**config.mk**
```make
export PLATFORM = sky130hd
export DESIGN_NAME = apb_slave_decoder
export DESIGN_NICKNAME = d
export VERILOG_FILES = /design/src/rtl/apb_slave_decoder_pkg.sv /design/src/rtl/apb_slave_decoder_timeout_ctr.sv /design/src/rtl/apb_slave_decoder.sv
export SDC_FILE = /design/constraint.sdc
export NUM_CORES = 1
export LEC_CHECK = 0
export ABC_CLOCK_PERIOD_IN_PS = 2700
export CORE_AREA = 5 5 118 120
export CTS_CLUSTER_DIAMETER = 30
export DETAILED_ROUTE_END_ITERATION = 6
export DIE_AREA = 0 0 123 125
export GPL_TIMING_DRIVEN = 0
export PLACE_DENSITY = 0.67
export SYNTH_ARGS = -nofsm -noshare
export SYNTH_HDL_FRONTEND = slang
export SYNTH_SLANG_ARGS = --single-unit
```
**constraint.sdc**
```tcl
create_clock -name clk -period 2.7 [get_ports clk]
set_input_delay 0.405 -clock clk [delete_from_list [all_inputs] [get_ports clk]]
set_output_delay 0.405 -clock clk [all_outputs]
set_load 0.02 [all_outputs]
```
**src/rtl/apb_slave_decoder_pkg.sv**
```systemverilog
// Shared definitions for the APB slave decoder.
//   state_e      : decoder FSM encoding (IDLE, ACCESS, ERR, ABORT)
//   NUM_SLV      : number of downstream slaves
//   REGION_BITS  : log2 of the per-slave region size (4 KB)
//   IDX_W        : width of the slave index
//   ABORT_RDATA  : read data returned upstream when an access times out
//   idx_onehot() : one-hot select vector for a slave index
package apb_slave_decoder_pkg;

  typedef enum logic [1:0] {
    ST_IDLE   = 2'd0,
    ST_ACCESS = 2'd1,
    ST_ERR    = 2'd2,
    ST_ABORT  = 2'd3
  } state_e;

  localparam int          NUM_SLV     = 4;
  localparam int          REGION_BITS = 12;
  localparam int          IDX_W       = 2;
  localparam logic [31:0] ABORT_RDATA = 32'hDEAD_0001;

  function automatic logic [NUM_SLV-1:0] idx_onehot(input logic [IDX_W-1:0] idx);
    logic [NUM_SLV-1:0] v;
    v      = '0;
    v[idx] = 1'b1;
    return v;
  endfunction

endpackage

```
**src/rtl/apb_slave_decoder_timeout_ctr.sv**
```systemverilog
// apb_timeout_ctr: 8-bit wait-state counter used to bound an ACCESS phase.
// Ports:
//   clk, resetn : clock, asynchronous active-low reset
//   clr         : synchronous clear (has priority over en)
//   en          : count one cycle (saturates at 255)
//   thresh      : compare value
//   reached     : current count equals thresh
module apb_timeout_ctr (
  input  logic       clk,
  input  logic       resetn,
  input  logic       clr,
  input  logic       en,
  input  logic [7:0] thresh,
  output logic       reached
);

  logic [7:0] cnt_q;
  logic [7:0] cnt_d;

  always_comb begin
    cnt_d = cnt_q;
    if (clr) begin
      cnt_d = 8'd0;
    end else if (en && (cnt_q != 8'hFF)) begin
      cnt_d = cnt_q + 8'd1;
    end
  end

  always_ff @(posedge clk or negedge resetn) begin
    if (!resetn) begin
      cnt_q <= 8'd0;
    end else begin
      cnt_q <= cnt_d;
    end
  end

  assign reached = (cnt_q == thresh);

endmodule

```
**src/rtl/apb_slave_decoder.sv**
```systemverilog
// apb_slave_decoder: splits a 16 KB APB window at BASE_ADDR into four 4 KB
// slave regions, routes the selected slave's response upstream, reports
// decode misses and access timeouts as errors, and keeps a saturating count
// of errored transfers.
// Ports:
//   clk, resetn               : clock, asynchronous active-low reset
//   s_paddr/psel/penable/pwrite/pwdata : upstream APB request
//   s_prdata/pready/pslverr   : upstream APB response
//   m_paddr/pwrite/pwdata     : broadcast to all slaves (pass-through)
//   m_penable, m_psel[3:0]    : downstream enable and one-hot select
//   m_prdata[127:0]           : slave k read data in bits [32k+31:32k]
//   m_pready[3:0], m_pslverr  : per-slave ready and error
//   err_count                 : saturating count of errored transfers
//
// Handshake: a transfer starts with a SETUP cycle (psel=1, penable=0) seen in
// IDLE; the response is complete in the cycle where s_pready=1, and
// s_pslverr/s_prdata are only meaningful in that cycle.
module apb_slave_decoder
  import apb_slave_decoder_pkg::*;
#(
  parameter logic [31:0] BASE_ADDR      = 32'h4000_0000,
  parameter int          TIMEOUT_CYCLES = 16
) (
  input  logic                 clk,
  input  logic                 resetn,
  input  logic [31:0]          s_paddr,
  input  logic                 s_psel,
  input  logic                 s_penable,
  input  logic                 s_pwrite,
  input  logic [31:0]          s_pwdata,
  output logic [31:0]          s_prdata,
  output logic                 s_pready,
  output logic                 s_pslverr,
  output logic [31:0]          m_paddr,
  output logic                 m_pwrite,
  output logic [31:0]          m_pwdata,
  output logic                 m_penable,
  output logic [NUM_SLV-1:0]   m_psel,
  input  logic [32*NUM_SLV-1:0] m_prdata,
  input  logic [NUM_SLV-1:0]   m_pready,
  input  logic [NUM_SLV-1:0]   m_pslverr,
  output logic [7:0]           err_count
);

  localparam int          HIT_LSB        = REGION_BITS + IDX_W;
  localparam logic [7:0]  TIMEOUT_THRESH = 8'(TIMEOUT_CYCLES - 1);

  state_e             state_q, state_d;
  logic [IDX_W-1:0]   idx_q, idx_d;
  logic [7:0]         err_count_q, err_count_d;

  logic               setup;
  logic               addr_hit;
  logic [IDX_W-1:0]   addr_idx;
  logic               sel_ready;
  logic               sel_err;
  logic [31:0]        sel_rdata;
  logic               ctr_clr;
  logic               ctr_en;
  logic               ctr_reached;
  logic [NUM_SLV-1:0] m_psel_c;

  assign setup    = s_psel & ~s_penable;
  assign addr_hit = (s_paddr[31:HIT_LSB] == BASE_ADDR[31:HIT_LSB]);
  assign addr_idx = s_paddr[HIT_LSB-1:REGION_BITS];

  assign sel_ready = m_pready[idx_q];
  assign sel_err   = m_pslverr[idx_q];
  assign sel_rdata = m_prdata[{idx_q, 5'd0} +: 32];

  assign m_paddr  = s_paddr;
  assign m_pwrite = s_pwrite;
  assign m_pwdata = s_pwdata;

  apb_timeout_ctr u_timeout_ctr (
    .clk     (clk),
    .resetn  (resetn),
    .clr     (ctr_clr),
    .en      (ctr_en),
    .thresh  (TIMEOUT_THRESH),
    .reached (ctr_reached)
  );

  // The hit flag taken at SETUP is carried by the state itself:
  // ACCESS means hit, ERR means miss.
  always_comb begin
    state_d   = state_q;
    idx_d     = idx_q;
    m_psel_c  = '0;
    m_penable = 1'b0;
    s_pready  = 1'b0;
    s_pslverr = 1'b0;
    s_prdata  = 32'd0;
    ctr_clr   = 1'b0;
    ctr_en    = 1'b0;

    case (state_q)
      ST_IDLE: begin
        if (setup) begin
          idx_d   = addr_idx;
          ctr_clr = 1'b1;
          if (addr_hit) begin
            m_psel_c = idx_onehot(addr_idx);
            state_d  = ST_ACCESS;
          end else begin
            state_d  = ST_ERR;
          end
        end
      end

      ST_ACCESS: begin
        m_psel_c  = idx_onehot(idx_q);
        m_penable = s_penable;
        if (!s_psel) begin
          // Master abandoned the transfer: nothing is reported upstream.
          state_d = ST_IDLE;
        end else begin
          s_prdata  = sel_rdata;
          s_pready  = sel_ready;
          s_pslverr = sel_err;
          if (sel_ready) begin
            // Ready wins even on the cycle the threshold is reached.
            state_d = ST_IDLE;
          end else begin
            ctr_en = 1'b1;
            if (ctr_reached) begin
              state_d = ST_ABORT;
            end
          end
        end
      end

      ST_ERR: begin
        s_pready  = 1'b1;
        s_pslverr = 1'b1;
        state_d   = ST_IDLE;
      end

      ST_ABORT: begin
        s_pready  = 1'b1;
        s_pslverr = 1'b1;
        s_prdata  = ABORT_RDATA;
        state_d   = ST_IDLE;
      end

      default: begin
        state_d = ST_IDLE;
      end
    endcase
  end

  // The SETUP-cycle select is combinational from s_psel, so it is gated with
  // reset to guarantee no slave is selected while reset is held.
  assign m_psel = resetn ? m_psel_c : '0;

  always_comb begin
    err_count_d = err_count_q;
    if (s_pready && s_pslverr && (err_count_q != 8'hFF)) begin
      err_count_d = err_count_q + 8'd1;
    end
  end

  assign err_count = err_count_q;

  always_ff @(posedge clk or negedge resetn) begin
    if (!resetn) begin
      state_q     <= ST_IDLE;
      idx_q       <= '0;
      err_count_q <= 8'd0;
    end else begin
      state_q     <= state_d;
      idx_q       <= idx_d;
      err_count_q <= err_count_d;
    end
  end

endmodule
```
==> flow_summary.ini <==
[global_routing]
grt_pass1_wl_um = 20100
track_usage = 0.166
overflow = 0
top_usage_layer = met2
antenna_found_initial = 1
grt_pass1_vias = 3545
use_met3 = 0.0316
use_met2 = 0.321
grt_use_met1 = 0.188
grt_max_degree = 25

[sta]
worst_pin_slew_ps = 580
slew_viol_final = 0
finClkSkew_ps = 2.00
slew-limit-headroom = 0.613
hold_viol_final = 0
finalSetupViolCount = 0
rsz0062_at_grt = true
fin_crit_sh = 0.976
period_needed_ps = 2640
max_freq_mhz = 379
fin_hold_ws_ps = 142

[clock_tree]
htreeDepth = 1
cts_buffers = 3
clkSinkCount = 20
clock_path_buffers = 2
cts_tree = built
cts_root_buf = clkbuf_16
postCtsHoldBufs = 0
clock_latency_ps = 250
clkTransAtPathRegs_ps = 60

[routing]
wire_per_inst_um = 18.9
viasPerCell = 4.41
vias = 3263
drc_errors = 0
drt-pass1-iter-count = 5
drt_wl_total_um = 14000
drt-initial-drc-count = 121
detail-route-antenna-nets = 0

[floorplanning]
num_rows = 42
die_w_um = 123
die_area_um2 = 15400
die_h_um = 125
ios = 317
coreArea_um2 = 12900
initial_core_util = 0.215

[min_path]
hold_class = in2async

[logic_synthesis]
synth_fp_nets = 493
synthArstFlopShare = 1.00
yosysSeqAreaShare = 0.181
syn_area_per_cell_um2 = 9.69
netlist.area_leader.share = 0.268
yosys_warnings = 0
synth-simple-area-share = 0.204
synthXorXnorAreaFrac = 0.0190
ys_ff_latch = 20
synth_edf_count = 0
synth_mux_area_frac = 0.304
synth_cells = 286
synth_compound_area_frac = 0.0759
syn_area_um2 = 2770
synth_top_family_by_area = multiplexers
synth_top_area_cell = mux4_2
synthAdderAreaFrac = 0.00903
yosys.cell_types.count = 43
ys.flop_type = dfrtp_1
synth_area_leaders = mux4_2 (27%), buf_4 (18%), dfrtp_1 (18%), nor2b_1 (8.1%), a21oi_1 (2.7%)

[finish]
fin_nets = 771
final_cell_mix = clkdlybuf4s50_1 (242), buf_4 (69), nor2b_1 (36), mux4_2 (33), dlygate4sd2_1 (22)
final_core_util = 0.454
layout_commonest_cell = clkdlybuf4s50_1
final_layout_size_suffix_gt1_frac = 0.240
syn_to_final_growth_pct = 111
final_cell_area_um2 = 5850

[worst_setup_path]
path_class = in2out
cp.required_ps = 2300
crit_slowest_cell = mux4_2
cpMostUsedCell = clkdlybuf4s50_1
cp.arrival_ps = 2230
cp-start-kind = input pin
crit_fanout = 6
end_kind = output port
crit_family = buffers and inverters
ff2ff_path_depth = 6
cp.depth = 4
critical_path_buf_inv_count = 2
slowest_delay_ps = 570
rrSetupSlack_ps = 620
crit_chain = clkdlybuf4s50_1, mux4_2, a31o_2, clkdlybuf4s50_1

[placement]
gp_congestion = 0.838
dp_hpwl_um = 12200
io_buffers = 270
placed_area_um2 = 5690

[power]
ir_drop_uv = 381
p_leak_nw = 2.38
powerDensity_nw_per_um2 = 477

[status]
status = completed

[run]
maxCapViolations = 0
## Yosys cell counts, types with 4 or more instances
library cell and instances:
buf_4 68, nor2b_1 36, mux4_2 33, dfrtp_1 20, nand2_1 16, a21oi_1 15
nor2_1 13, clkbuf_1 9, nand4_1 6, mux2_2 5, nand3_1 5, nor3b_1 4
xor2_1 4
## worst reg2reg max path, delay by kind of cell, from the launching register on
kind | cells | cell delay [ps]
mux | 1 | 570
compound gates | 2 | 430
flops | 1 | 370
simple gates | 1 | 330
buf+inv | 2 | 300
## final timing paths
kind,start,to
worst max-delay path,m_pready[3],s_pready
worst min-delay path,resetn,err_count[1]
worst max register to register,idx_q[0],u_timeout_ctr.cnt_q[3]
worst min register to register,err_count[0],err_count[0]
max in group asynchronous,resetn,u_timeout_ctr.cnt_q[2]
min in group clk,err_count[0],err_count[0]
## stage by stage
stage / setup TNS, ps / power (mW) / std cells / setup WS (ps)
after global routing: -54.6 / 2.97 / 740 / -54.6
after detailed placement: -6150 / 2.31 / 732 / -563
after global placement: -5770 / 2.29 / 732 / -616
final: 0 / 2.79 / 740 / 63.8
after floorplan: 0 / 1.62 / 286 / 521
after CTS: 0 / 2.76 / 736 / 3.68
## cell families (layout without fill, tap and decap cells)
logic type / after synthesis / in the layout
other: 0 / 1
AO/OA/AOI/OAI: 31 / 31
flip-flops: 20 / 20
XOR/XNOR: 6 / 6
buffers and inverters: 85 / 362
multiplexers: 42 / 42
adder cells (fa/ha/maj): 2 / 2
AND/OR/NAND/NOR: 100 / 100
## sequential cells by signal (all words and copies together) (netlist names)
signal	cells
idx_q	2
state_q	2
err_count	8
u_timeout_ctr.cnt_q	8
## layer usage
layer	share of wire	up-vias
met3	0.083	10
met5	0	-
met2	0.53	139
li1	-	1533
met1	0.37	1581
met4	0.015	0
## power by group
part           switching [mW]  internal [mW]  total [mW]
registers              0.0717          0.368       0.439
logic                   0.804           1.14        1.95
clock network           0.110          0.294       0.404
## cell type report
type                            count  area [um2]
Antenna cell                        1        2.50
Buffer                             82         606
Clock buffer                        3        75.1
Clock inverter                      1        30.0
Fill cell                        1248        7030
Inverter                            3        11.3
Multi-Input combinational cell    181        1720
Sequential cell                    20         500
Tap cell                          176         220
Timing Repair Buffer              273        2680
## what timing repair did
action	in CTS	in global routing
setup buffers	0	3
endpoints found under the hold margin	0	0
gates resized for setup	49	16
pin swaps	0	3
endpoints found under the setup margin	35	28
(Power assumes the default switching activity.)
